===== src/rtl/extmem_buffer_loader.sv =====
// Load engine: fetches a run of 32-bit external words and writes each one as two
// WID_RAM-wide words (low half first) into the selected memory_buffer PE banks.
module extmem_buffer_loader #(
    parameter int N_PE     = 8,
    parameter int ADDR_RAM = 10,
    parameter int WID_RAM  = 16,
    parameter int RD_LAT   = 2
) (
    input  logic                clk,
    input  logic                rst,
    input  logic                start,
    input  logic                abort,
    input  logic [23:0]         ext_base,
    input  logic [15:0]         n_words,
    input  logic [ADDR_RAM-1:0] buf_base,
    input  logic [N_PE-1:0]     bank_mask,
    output logic                busy,
    output logic                done,
    output logic                re_extmem,
    output logic [23:0]         rd_addr_extmem,
    input  logic [31:0]         data_rd_extmem,
    output logic [N_PE-1:0]     m0_w_en,
    output logic [ADDR_RAM-1:0] m0_w_addr,
    output logic [WID_RAM-1:0]  m0_w_data
);

    // Handshake: start is a one-cycle descriptor strobe honoured only while busy=0;
    // the transfer ends with a one-cycle done pulse, after which busy drops.
    // Read data is not acknowledged: it is taken RD_LAT cycles after re_extmem.
    typedef enum logic [2:0] {
        IDLE  = 3'd0,
        REQ   = 3'd1,
        WAIT  = 3'd2,
        WR_LO = 3'd3,
        WR_HI = 3'd4,
        DONE  = 3'd5
    } state_t;

    state_t              state;
    logic [23:0]         ext_ptr;
    logic [ADDR_RAM-1:0] buf_ptr;
    logic [N_PE-1:0]     mask_q;
    logic [15:0]         remaining;
    logic [2:0]          wait_cnt;
    logic [31:0]         hold;

    // Outputs are loaded on the transition into the state that presents them,
    // so buf_ptr already points past the word currently on m0_w_addr.
    always_ff @(posedge clk or negedge rst) begin
        if (!rst) begin
            state          <= IDLE;
            ext_ptr        <= '0;
            buf_ptr        <= '0;
            mask_q         <= '0;
            remaining      <= '0;
            wait_cnt       <= '0;
            hold           <= '0;
            busy           <= 1'b0;
            done           <= 1'b0;
            re_extmem      <= 1'b0;
            rd_addr_extmem <= '0;
            m0_w_en        <= '0;
            m0_w_addr      <= '0;
            m0_w_data      <= '0;
        end else begin
            done           <= 1'b0;
            re_extmem      <= 1'b0;
            rd_addr_extmem <= '0;
            m0_w_en        <= '0;
            m0_w_addr      <= '0;
            m0_w_data      <= '0;
            if (abort && state != IDLE) begin
                state     <= IDLE;
                busy      <= 1'b0;
                ext_ptr   <= '0;
                buf_ptr   <= '0;
                mask_q    <= '0;
                remaining <= '0;
                wait_cnt  <= '0;
            end else begin
                case (state)
                    IDLE: begin
                        if (start) begin
                            ext_ptr   <= ext_base;
                            buf_ptr   <= buf_base;
                            mask_q    <= bank_mask;
                            remaining <= n_words;
                            busy      <= 1'b1;
                            if (n_words == 16'd0) begin
                                state <= DONE;
                                done  <= 1'b1;
                            end else begin
                                state          <= REQ;
                                re_extmem      <= 1'b1;
                                rd_addr_extmem <= ext_base;
                            end
                        end
                    end
                    REQ: begin
                        state    <= WAIT;
                        wait_cnt <= 3'd1;
                    end
                    WAIT: begin
                        if (wait_cnt == 3'(RD_LAT)) begin
                            state     <= WR_LO;
                            hold      <= data_rd_extmem;
                            m0_w_en   <= mask_q;
                            m0_w_addr <= buf_ptr;
                            m0_w_data <= data_rd_extmem[WID_RAM-1:0];
                            buf_ptr   <= buf_ptr + 1'b1;
                        end else begin
                            wait_cnt <= wait_cnt + 3'd1;
                        end
                    end
                    WR_LO: begin
                        state     <= WR_HI;
                        m0_w_en   <= mask_q;
                        m0_w_addr <= buf_ptr;
                        m0_w_data <= hold[2*WID_RAM-1:WID_RAM];
                        buf_ptr   <= buf_ptr + 1'b1;
                    end
                    WR_HI: begin
                        ext_ptr   <= ext_ptr + 24'd1;
                        remaining <= remaining - 16'd1;
                        if (remaining > 16'd1) begin
                            state          <= REQ;
                            re_extmem      <= 1'b1;
                            rd_addr_extmem <= ext_ptr + 24'd1;
                        end else begin
                            state <= DONE;
                            done  <= 1'b1;
                        end
                    end
                    DONE: begin
                        state <= IDLE;
                        busy  <= 1'b0;
                    end
                    default: begin
                        state <= IDLE;
                        busy  <= 1'b0;
                    end
                endcase
            end
        end
    end

endmodule

===== config.mk =====
export PLATFORM = sky130hd
export DESIGN_NAME = extmem_buffer_loader
export DESIGN_NICKNAME = d
export VERILOG_FILES = /design/src/rtl/extmem_buffer_loader.sv
export SDC_FILE = /design/constraint.sdc
export NUM_CORES = 1
export LEC_CHECK = 0
export ABC_AREA = 1
export BUFFER_PORTS_ARGS = -buffer_cell sky130_fd_sc_hd__buf_2
export CELL_PAD_IN_SITES_DETAIL_PLACEMENT = 0
export CELL_PAD_IN_SITES_GLOBAL_PLACEMENT = 1
export CORE_ASPECT_RATIO = 0.8
export CORE_MARGIN = 2
export CORE_UTILIZATION = 25
export CTS_CLUSTER_SIZE = 14
export DETAILED_ROUTE_END_ITERATION = 16
export GPL_ROUTABILITY_DRIVEN = 0
export HOLD_SLACK_MARGIN = 0.02
export PLACE_DENSITY_LB_ADDON = 0.1
export SETUP_SLACK_MARGIN = 0.05
export SLEW_MARGIN = 10
export SYNTH_ARGS = -nofsm -noshare
export SYNTH_HDL_FRONTEND = slang
export SYNTH_SLANG_ARGS = --single-unit

===== constraint.sdc =====
create_clock -name clk -period 1.41 [get_ports clk]
set_input_delay 0.2115 -clock clk [delete_from_list [all_inputs] [get_ports clk]]
set_output_delay 0.2115 -clock clk [all_outputs]
set_load 0.005 [all_outputs]

## Word-level counts from Yosys, hierarchy flattened

Cells that the tools add are included.

- Multiplexer cells: 49
- Eq/ne operators: 9
- Bitwise operators: 1
- Magnitude comparators: 1
- Reductions and logical operators: 17
- Add/sub/neg operators: 4

Operator list:

| operator | count |
|---|---|
| $mux 24 | 6 |
| $pmux 24 s2 | 2 |
| $mux 16 | 4 |
| $pmux 16 s2 | 2 |
| $mux 10 | 5 |
| $mux 8 | 5 |
| $pmux 10 s3 | 1 |
| $add 24x1->24 const B | 1 |
| $mux 3 | 7 |
| $pmux 10 s2 | 1 |
| $gt 16x1->1 const B | 1 |
| $logic_not 16->1 | 1 |
| $pmux 8 s2 | 1 |
| $sub 16x1->16 const B | 1 |
| $pmux 3 s5 | 1 |
| $add 10x1->10 const B | 1 |
| $mux 1 | 10 |
| $reduce_and 2->1 | 5 |
| $eq 3x2->1 const B | 3 |
| $ne 3x3->1 const B | 3 |
| $reduce_bool 3->1 | 3 |
| $pmux 1 s2 | 3 |
| $pmux 3 s2 | 1 |
| $reduce_and 3->1 | 2 |
| 10 further kinds | 11 |

- Input port bits: 94
- Register bits after elaboration: 157

## Logic depth before layout (Yosys ltp)

Gate-level depths: netlist of the first run.

- Depth after elaboration: 5
- Mapped depth: 11
- Depth with buffers taken out: 11

## Worst setup path before layout of the first run

No wires, ideal clock.

- Kind: register -> register
- Start point: register ext_ptr[0]
- End point: register ext_ptr[22]
- Setup time: 0.123 ns
- Setup slack: -0.121 ns
- Data arrival time: 1.408 ns
- Cell stages (with the launch flop): 11
- Cells stage by stage: dfrtp_1 -> ha_1 -> nand2_1 -> nor2_4 -> nand3_1 -> inv_1 -> nand2_1 -> nand2_1 -> nand2_1 -> o21ai_0 -> nand2_1

- Cells in the longest elaborated chain, start to end: 3

Ends and longest elaborated chain:

| element | RTL line | text |
|---|---|---|
| start: declaration | 40 | `logic [23:0] ext_ptr;` |
| start signal: assignment | 84 | `ext_ptr <= ext_base;` |
| start signal: assignment | 123 | `ext_ptr <= ext_ptr + 24'd1;` |
| $add 24x1->24 | 123 |  |
| $pmux 24 s2 | 81 | `case (state)` |
| $mux 24 | 72 | `if (abort && state != IDLE) begin` |

Every way passes these cells.
A chain may end at the register's enable or synchronous reset.

## Final worst setup path of the first run

- Start point: register state[0]
- End point: register rd_addr_extmem[4]

- Cells in the longest elaborated chain, start to end: 3

Ends and longest elaborated chain:

| element | RTL line | text |
|---|---|---|
| start: declaration | 39 | `state_t state;` |
| start signal: assignment | 51 | `state <= IDLE;` |
| start signal: assignment | 73 | `state <= IDLE;` |
| start signal: assignment | 90 | `state <= DONE;` |
| $eq 3x3->1 (tied with other cells) | 81 |  |
| $pmux 24 s2 or $logic_and 1x1->1 (tied branches) | 81, 72 |  |
| $mux 24 * | 72 |  |
| end signal: assignment | 95 | `rd_addr_extmem <= ext_base;` |
| end signal: assignment | 128 | `rd_addr_extmem <= ext_ptr + 24'd1;` |
| end: declaration | 20 | `output logic [23:0] rd_addr_extmem,` |

Every way passes the cells marked *; elsewhere a longest branch is shown, timed or not.

==> impl_results.md, run 1 <==
* Sw power at 0.00969 W
* Ant diodes at 0
* Hold path depth at 3
* Slew margin rel. at 0.718
* CTS tree: built
* Leading area contributor after synthesis: dfrtp_1
* Ys Warns at 0
* DR iter-0 viols at slightly above 300
* DP Area at slightly below 10000 um2
* Post-placement cell count at 1559
* Inserted Clock Buffers at 17
* FP Rows at 56
* Int Pwr at between 0.015 and 0.02 W
* Mapped cell area at ~7300 um2
* Clock tree sinks at approximately 140
* Maximum vdd ir drop at 0.990 mV
* Final Critical Period at about 1600 ps
* Post-Synthesis Cells at between 900 and 1000
* Outcome: finished, violations left
* H-tree depth at 4
* DP HPWL at approximately 19000 um
* WP data arrival at 1970 ps
* DR WL/cell at roughly 17 um
* Vias at roughly 7600
* Sequential-to-total area share from yosys stat at 0.480
* Clock power frac at 0.230
* Synth Net Count at ~1000
* Crit share post-route at 1.15
* Worst-margin pin slew at ~420 ps
* Top-area cell type share of the netlist area at 0.480
* Sequential power share at 0.250
* RSZ-0062 raised after global routing: true
* Residual DRC at 0
* Peak fanout along the critical path at 8
* Kind of end point of the critical path: register
* Chip height at roughly 160 um
* R2r setup slk at -210 ps
* Share of layout cells above drive strength 1 at 0.542
* Maxcap violations at 0
* Largest net degree at the start of global routing at 52
* Synth Register Bits at between 100 and 150
* CORE AREA at just under 30000 um2
* Initial antenna violation count at 0
* Sw frac at 0.392
* Die X at 196 um
* Clock skew at approximately 12 ps
* HP Class: primary input to register
* Clock Path Buffers at 2
* Top-Level Pins at around 160
* Reg2reg start: state[0]$_DFFE_PN0P_
* Setup ws final at -206 ps
* Combinational Power Share at 0.520
* Remaining antenna violation count at 0
* Total gr overflow at 0
* Global-route wire length before repair at 43600 um
* Count of cell types in the netlist at 40
* WHS Endpoint: m0_w_data[11]$_DFF_PN0_
* Die area at 30800 um2
* Final hold vios at 0
* Drt first pass iters at 4
* Area Overhead vs Synth at 81.3%
* Starting Density at 0.252
* Clock root buffer: clkbuf_16
* Area contributors post-synth: dfrtp_1 (48%), nand2_1 (13%), nor2_1 (6.7%)
* WL final at just under 30000 um
* Max Freq at between 600 and 700 MHz
* Required time worst endpoint at about 1800 ps
* Final Max Tran Viols at 0
* Finished Cell Area at ~13000 um2
* Failing checks: setup timing
* Leakage power figure at around 6.3 nW
* GRT Util Overall at 0.186
* Clk_lat worst skew at around 430 ps
* Final setup viols at between 100 and 150
* Setup crit start kind: register
* Layout Nets at approximately 1400
* Vias/cell at ~4.5
* Hold_sp: data_rd_extmem[11]
* Fin cells at between 1500 and 2000
* Pwr Density at around 1900 nW/um2
* Cell count of the worst reg-to-reg path at 10
* Reg2reg end: rd_addr_extmem[4]$_DFF_PN0_
* Port bufs at around 150
* Mean cell area of the mapped netlist at around 8.1 um2
* Start point of the critical path: state[0]$_DFFE_PN0P_
* Setup CP Type: register to register
* Vias in the first global route at 7495
* CTS clock-pin slew for the worst setup and hold paths at roughly 70 ps
## worst max-delay path, stage by stage (launching register included)
cell and delay (ps):
dfrtp_1 400, inv_2 80, nand2_4 70, buf_6 120, nor2_4 130, buf_12 150, buf_8 120, nand2_8 110
inv_12 140, nand3_2 80, a21oi_2 130
## sequential cells by signal (all words and copies together) (netlist names), 10 cells and up
name / flops
ext_ptr: 24
rd_addr_extmem: 24
hold: 16
m0_w_data: 16
remaining: 16
buf_ptr: 10
m0_w_addr: 10
## power by group through the flow
stage                     Combinational, W  Sequential, W  Clock, W
final                               0.0129        0.00618   0.00568
after global routing                0.0140        0.00633   0.00599
after CTS                           0.0111        0.00612   0.00583
after detailed placement           0.00850        0.00614         0
after global placement             0.00855        0.00615         0
after floorplan                    0.00445        0.00607         0
## metrics by stage
stage	power [W]	hold WS, ps	TNS [ps]	util	setup WS (ps)
finish	0.0247	37.4	-13370	0.457	-206
global route	0.0263	22.6	-25710	0.457	-303
CTS	0.0230	20.4	-10920	0.418	-189
detailed placement	0.0146	217	-16590	0.336	-266
global placement	0.0147	219	-15910	0.336	-231
floorplan	0.0105	-84.1	-1730	-	-76.8
## cells by family after synthesis
group,count (synthesis),synth area share
AND/OR/NAND/NOR,494,0.287
flip-flops,141,0.480
AO/OA/AOI/OAI,127,0.101
buffers and inverters,105,0.0669
multiplexers,19,0.0339
XOR/XNOR,17,0.0203
adder cells (fa/ha/maj),6,0.0102
## Yosys cell counts
cell type and instances:
and2_1 1, xor2_1 15, or2_1 1, o21bai_1 4
nand3b_1 1, buf_12 1, buf_6 5, a22oi_1 16
o21a_1 3, nand2_4 3, inv_1 62, o211ai_1 11
nor3_2 8, buf_2 14, nand2_1 253, clkbuf_1 6
nand3_4 1, o21ai_1 5, mux2i_1 2, o22ai_1 3
nand3_2 1, nand4_1 2, buf_4 7, nor2_4 4
mux2_2 7, inv_2 10, dfrtp_1 141, nand3_1 70
o21ai_0 51, nor3_1 10, o211ai_2 2, a21oi_1 30
nor2_1 132, ha_1 6, nor2_2 5, xnor2_1 2
o21ai_2 1, o31ai_1 1, mux2_4 10, nand2_2 2
## placed cells by master, fill, tap and decap left out, drive strengths merged, types with 4 or more instances in the layout
cell type / instances
mux2: 17
nand3: 72
buf: 361
a22oi: 16
o21ai: 57
a21oi: 30
clkbuf: 24
dfrtp: 141
o21bai: 4
inv: 75
nand2: 261
o211ai: 13
xor2: 15
bufinv: 8
dlygate4sd3: 38
nor3: 18
ha: 6
nor2: 141
## layer usage
metal,share of wire,global-route usage
met3,0.035,0.0345
met5,0,0
met2,0.45,0.279
met4,0.0070,0.0393
met1,0.51,0.278
## what timing repair did
| item | CTS | global route |
|---|---|---|
| hold buffers | 38 | 0 |
| gates cloned | 12 | 6 |
| pin swaps | 50 | 102 |
| resized for setup | 246 | 220 |
| setup endpoints to repair | 139 | 141 |
| buffers inserted | 28 | 25 |
| endpoints found under the hold margin | 178 | 0 |
## worst max path at each step
stage	cells after the start	end	slack, ps
global placement	8	rd_addr_extmem[19]$_DFF_PN0_	-230
global route	10	ext_ptr[18]$_DFFE_PN0P_	-300
CTS	11	ext_ptr[18]$_DFFE_PN0P_	-190
floorplan	8	rd_addr_extmem[10]$_DFF_PN0_	-80
finish	10	rd_addr_extmem[4]$_DFF_PN0_	-210
detailed placement	9	rd_addr_extmem[21]$_DFF_PN0_	-270
## area by class of cell
type | count | area (um2)
clock buffer | 18 | 429
sequential | 141 | 3540
multi-input combinational | 666 | 4740
inverter | 72 | 320
timing repair inverter | 1 | 16.3
tap | 377 | 472
fill | 2866 | 15800
timing repair buffer | 405 | 3510
clock inverter | 14 | 288
No activity file was read; power rests on OpenSTA's default activity.
==> run 2: changes to the inputs <==
- ABC_CLOCK_PERIOD_IN_PS: unset -> 1410
- GPL_TIMING_DRIVEN: unset -> 0
==> run 2 against run 1 <==
Effect of this change: the run still ends with setup timing left; clock skew up 2.5 ps; largest power group unchanged; worst hold slack lost 2.4 ps; sequential share of layout area grew 3.5 points; sequential power grew 2%; register-to-register slack barely moved; die area stayed put; critical path depth unchanged; maximum frequency increased by 0.26%; largest cell class unchanged; worst setup slack improved by 4.2 ps; global-route usage down 0.066 points; non-clock buffer count decreased by 102.
==> impl_results.md, run 2 (synthesis results as in run 1) <==
* Final hold vios at 0
* WL final at 28100 um
* Setup crit start kind: register
* Remaining antenna violation count at 0
* Peak fanout along the critical path at 7
* Area Overhead vs Synth at 60.7%
* Die X at roughly 200 um
* FP Rows at 56
* Kind of end point of the critical path: register
* Worst-path cell chain: inv_2 -> nand2_4 -> nor2_4 -> nand2_2 -> o21ai_4 -> nor2_4 -> buf_12 -> clkbuf_16 -> o211ai_1 -> nand2_1
* Initial antenna violation count at 0
* RSZ-0062 raised after global routing: true
* Worst path most repeated cell: nor2_4
* DP HPWL at 19100 um
* Ant diodes at 0
* Final setup viols at about 140
* Setup CP Type: register to register
* Maxcap violations at 0
* Total gr overflow at 0
* GRT Util Overall at 0.186
* Final Max Tran Viols at 0
* Inserted Clock Buffers at 17
* Share of layout cells above drive strength 1 at 0.465
* Clock Path Buffers at 2
* Top flop regs: ext_ptr x24, rd_addr_extmem x24
* Worst-margin pin slew at roughly 570 ps
* Outcome: finished, violations left
* Crit-path slowest cell: dfrtp_1
* Layout Nets at about 1300
* Final Critical Period at about 1600 ps
* DP Area at just under 9000 um2
* Setup ws final at -202 ps
* Global-route wire length before repair at 42600 um
* Residual DRC at 0
* Leakage power figure at roughly 5.6 nW
* Maximum vdd ir drop at 0.967 mV
* HP Class: primary input to register
* Clock skew at ~14 ps
* Commonest non-fill, non-tap cell in the layout: nand2_1
* Clock root buffer: clkbuf_16
* Crit share post-route at 1.14
* CTS tree: built
* Most frequent cells in the layout: nand2_1 (204), buf_2 (155), dfrtp_1 (126), nor2_1 (85), inv_1 (52)
* Slew margin rel. at 0.619
* Clock tree sinks at around 140
* Largest net degree at the start of global routing at 78
* Clk_lat worst skew at around 430 ps
* CORE AREA at approximately 29000 um2
* Pwr Density at between 1500 and 2000 nW/um2
* Finished Cell Area at ~12000 um2
* DR WL/cell at about 18 um
* Vias at a little over 7000
* Chip height at roughly 160 um
* Vias in the first global route at 7212
* Required time worst endpoint at 1730 ps
* Hold Slack at around 35 ps
* Vias/cell at ~4.5
* Starting Density at 0.252
* Failing checks: setup timing
* Utilization after layout at 0.405
* Top-Level Pins at approximately 160
* CTS clock-pin slew for the worst setup and hold paths at around 70 ps
* Setup TNS at -14680 ps
* Port bufs at between 150 and 200
* H-tree depth at 4
* Die area at slightly above 30000 um2
* WP data arrival at ~1900 ps
* Drt first pass iters at 5
* DR iter-0 viols at around 290
* CP max stage delay at about 370 ps
* Max Freq at between 600 and 700 MHz
-- run 2: cell count changes in the layout (fill, tap and decap cells not counted), sizes merged --
cell and delta:
clkinvlp +1, bufinv -7, clkinv +5, dlygate4sd3 -6, inv -4, clkbuf +6, buf -98, nand2 -2
-- run 2: where the power goes --
group	internal (W)	switching, W	total [W]
Clock	0.00247	0.00191	0.00438
Combinational	0.00494	0.00613	0.0111
Sequential	0.00527	0.00105	0.00632
Total	0.0127	0.00909	0.0218
-- run 2: critical path: cells and delay by family, from the launching register on --
kind            cells  cell delay, ps
flops               1             370
simple gates        5             500
buf+inv             3             440
compound gates      2             190
-- run 2: layout make-up --
class | count | area (um2)
plain buffers | 33 | 448
clock buffers | 22 | 454
clock inverters | 10 | 91.3
fillers | 3029 | 17300
inverters | 72 | 315
multi-input cells | 664 | 4380
flip-flops and latches | 141 | 3550
well taps | 377 | 472
repair buffers | 270 | 2100
-- run 2: routing by layer --
metal	part of all wire	up-vias	wire length, um	GRT usage
li1	-	3536	-	-
met3	0.039	19	1090	0.0362
met5	0	-	0	0
met4	0.010	0	289	0.0444
met1	0.51	3443	14400	0.272
met2	0.44	132	12300	0.280
-- run 2: stage by stage --
step,setup WS (ps),total power [W],instances
2_1_floorplan,-76.8,0.0105,909
3_3_place_gp,-2650,0.0129,1440
3_5_place_dp,-605,0.0129,1441
4_1_cts,-214,0.0208,1581
5_1_grt,-281,0.0233,1589
6_report,-202,0.0218,1589
-- run 2: what timing repair did --
action,in CTS,in global routing
pin swaps,51,53
hold buffers,32,0
cloned,7,3
resized for setup,250,129
endpoints found under the setup margin,141,141
buffers inserted,70,8
endpoints found under the hold margin,95,0
-- run 2: path summary, 6_finish.rpt --
kind                                   startpoint                            to  slack (ps)  cells after the start
hold / removal                       ext_base[17]  rd_addr_extmem[17]$_DFF_PN0_          40                      3
min in group asynchronous                     rst  rd_addr_extmem[21]$_DFF_PN0_         300                      2
hold reg to reg            buf_ptr[9]$_DFFE_PN0P_        buf_ptr[9]$_DFFE_PN0P_         500                      2
setup reg to reg             state[1]$_DFFE_PN0P_        ext_ptr[6]$_DFFE_PN0P_        -200                     10
max in group asynchronous                     rst          state[2]$_DFFE_PN0P_         290                      3
setup / recovery             state[1]$_DFFE_PN0P_        ext_ptr[6]$_DFFE_PN0P_        -200                     10
==> run 3: changes to the inputs <==
- CAP_MARGIN: unset -> 20
- CTS_BUF_LIST: unset -> sky130_fd_sc_hd__clkbuf_4
- PLACE_DENSITY_LB_ADDON: 0.1 -> 0.2
==> run 3 against run 2 <==
Effect of this change: the flow still finishes with violations (setup timing); first-iteration DRC count grew 23%; total power shrank 1.2%; die area is the same; flip-flop and latch count is the same; routed wire length grew 2.7%; worst setup slack lost 110 ps; critical endpoint is now rd_addr_extmem[13]$_DFF_PN0_; largest cell class unchanged.
==> impl_results.md, run 3 (synthesis results as in run 1) <==
* Hold Slack at 119 ps
* Met1 Track Usage GR at 0.270
* Reg2reg start: state[0]$_DFFE_PN0P_
* Inserted Clock Buffers at 17
* Setup TNS at -24490 ps
* Vias/cell at 4.52
* Residual DRC at 0
* Clock tree sinks at roughly 140
* Area Overhead vs Synth at 72.2%
* Setup ws final at -315 ps
* Final hold vios at 0
* Remaining antenna violation count at 0
* Global-route wire length before repair at 43000 um
* Maxcap violations at 0
* Kind of end point of the critical path: register
* CTS clock-pin slew for the worst setup and hold paths at 150 ps
* Chip height at between 150 and 200 um
* Final Critical Period at between 1500 and 2000 ps
* Vias in the first global route at approximately 7400
* Leakage power figure at ~6 nW
* Largest net degree at the start of global routing at between 80 and 90
* DR WL/cell at between 15 and 20 um
* Worst setup path end: rd_addr_extmem[13]$_DFF_PN0_
* Required time worst endpoint at 1930 ps
* Setup CP Type: register to register
* Maximum vdd ir drop at 0.660 mV
* Final setup viols at 140
* Start point of the critical path: state[0]$_DFFE_PN0P_
* Gr busiest metal: met2
* Die X at roughly 200 um
* RSZ-0062 raised after global routing: true
* Max Freq at just under 600 MHz
* Clock Path Buffers at 2
* H-tree depth at 4
* Crit share post-route at 1.22
* Share of layout cells above drive strength 1 at 0.459
* WL final at ~29000 um
* DP HPWL at 18600 um
* Die area at between 30000 and 40000 um2
* Failing checks: setup timing
* FP Rows at 56
* Final Max Tran Viols at 0
* Reg2reg end: rd_addr_extmem[13]$_DFF_PN0_
* Clock skew at 33.4 ps
* Drt first pass iters at 6
* Total gr overflow at 0
* Clock root buffer: clkbuf_4
* Starting Density at 0.252
* Cell count of the worst reg-to-reg path at 10
* Most frequent cells in the layout: nand2_1 (213), buf_2 (150), dfrtp_1 (131), dlygate4sd3_1 (93), nor2_1 (91)
* Top-Level Pins at 155
* GRT Util Overall at 0.186
* Vias at about 7600
* Peak fanout along the critical path at 6
* Initial antenna violation count at 2
* DR iter-0 viols at 362
* Fin cells at approximately 1700
* Setup crit start kind: register
* Slew margin rel. at 0.433
* CORE AREA at approximately 29000 um2
* M2 GR Usage at 0.280
* Clk_lat worst skew at ~590 ps
* Worst-margin pin slew at 850 ps
* HP Class: primary input to async pin
* Met3 usage at 0.0377
* Port bufs at ~150
* Post-placement cell count at around 1400
* WP data arrival at 2240 ps
* Layout Nets at 1383
* Outcome: finished, violations left
* Pwr Density at ~1700 nW/um2
* Top flop regs: ext_ptr x24, rd_addr_extmem x24
* CTS tree: built
* R2r setup slk at -320 ps
* Commonest non-fill, non-tap cell in the layout: nand2_1
* Utilization after layout at 0.434
[run 3: worst min path at each step]
stage                                         endpoint  cells after the start  slack, ps
after detailed placement  rd_addr_extmem[15]$_DFF_PN0_                      1        190
final                     rd_addr_extmem[15]$_DFF_PN0_                      2        120
after global routing      rd_addr_extmem[15]$_DFF_PN0_                      2        120
after CTS                 rd_addr_extmem[15]$_DFF_PN0_                      2        110
after global placement           mask_q[5]$_DFFE_PN0P_                      3        420
after floorplan                 buf_ptr[0]$_DFFE_PN0P_                      0        -80
[run 3: what timing repair did]
item                                    in CTS  in global routing
hold endpoints to repair                   196                  0
pin swaps                                   43                 82
endpoints found under the setup margin     168                197
setup buffers                               84                 21
hold buffers                                93                  0
cloned                                      11                  4
gates resized for setup                    252                176
[run 3: metal layers]
layer / share of wire / vias up
li1: - / 3710
met1: 0.50 / 3650
met2: 0.44 / 183
met3: 0.049 / 26
met4: 0.016 / 0
met5: 0 / -
[run 3: area by class of cell]
class | count | area, um2
inverter | 72 | 324
clock inverter | 14 | 176
timing repair buffer | 356 | 3080
multi-input combinational | 664 | 4500
buffer | 30 | 423
clock buffer | 17 | 128
antenna | 2 | 5.00
timing repair inverter | 1 | 7.51
fill | 2929 | 16500
sequential | 141 | 3540
tap | 377 | 472
[run 3: through the flow]
step / total power (W) / setup WS (ps) / cell area [um2]
CTS: 0.0199 / -244 / 11800
detailed placement: 0.0129 / -638 / 8780
finish: 0.0215 / -315 / 12700
global route: 0.0229 / -369 / 12700
floorplan: 0.0105 / -76.8 / 7500
global placement: 0.0128 / -2590 / 8740
[run 3: critical path: stages (launching register included)]
cell,delay [ps]
dfrtp_1,420
inv_2,100
nand2_4,80
nor2_4,180
buf_6,130
inv_4,40
nor2_4,120
buf_12,170
buf_8,140
nand3_2,90
a21oi_2,180
[run 3: power breakdown]
group	switching (W)	internal (W)	total (W)
logic	0.00646	0.00569	0.0121
clock network	0.00169	0.00137	0.00306
registers	0.00107	0.00524	0.00631
total	0.00922	0.0123	0.0215
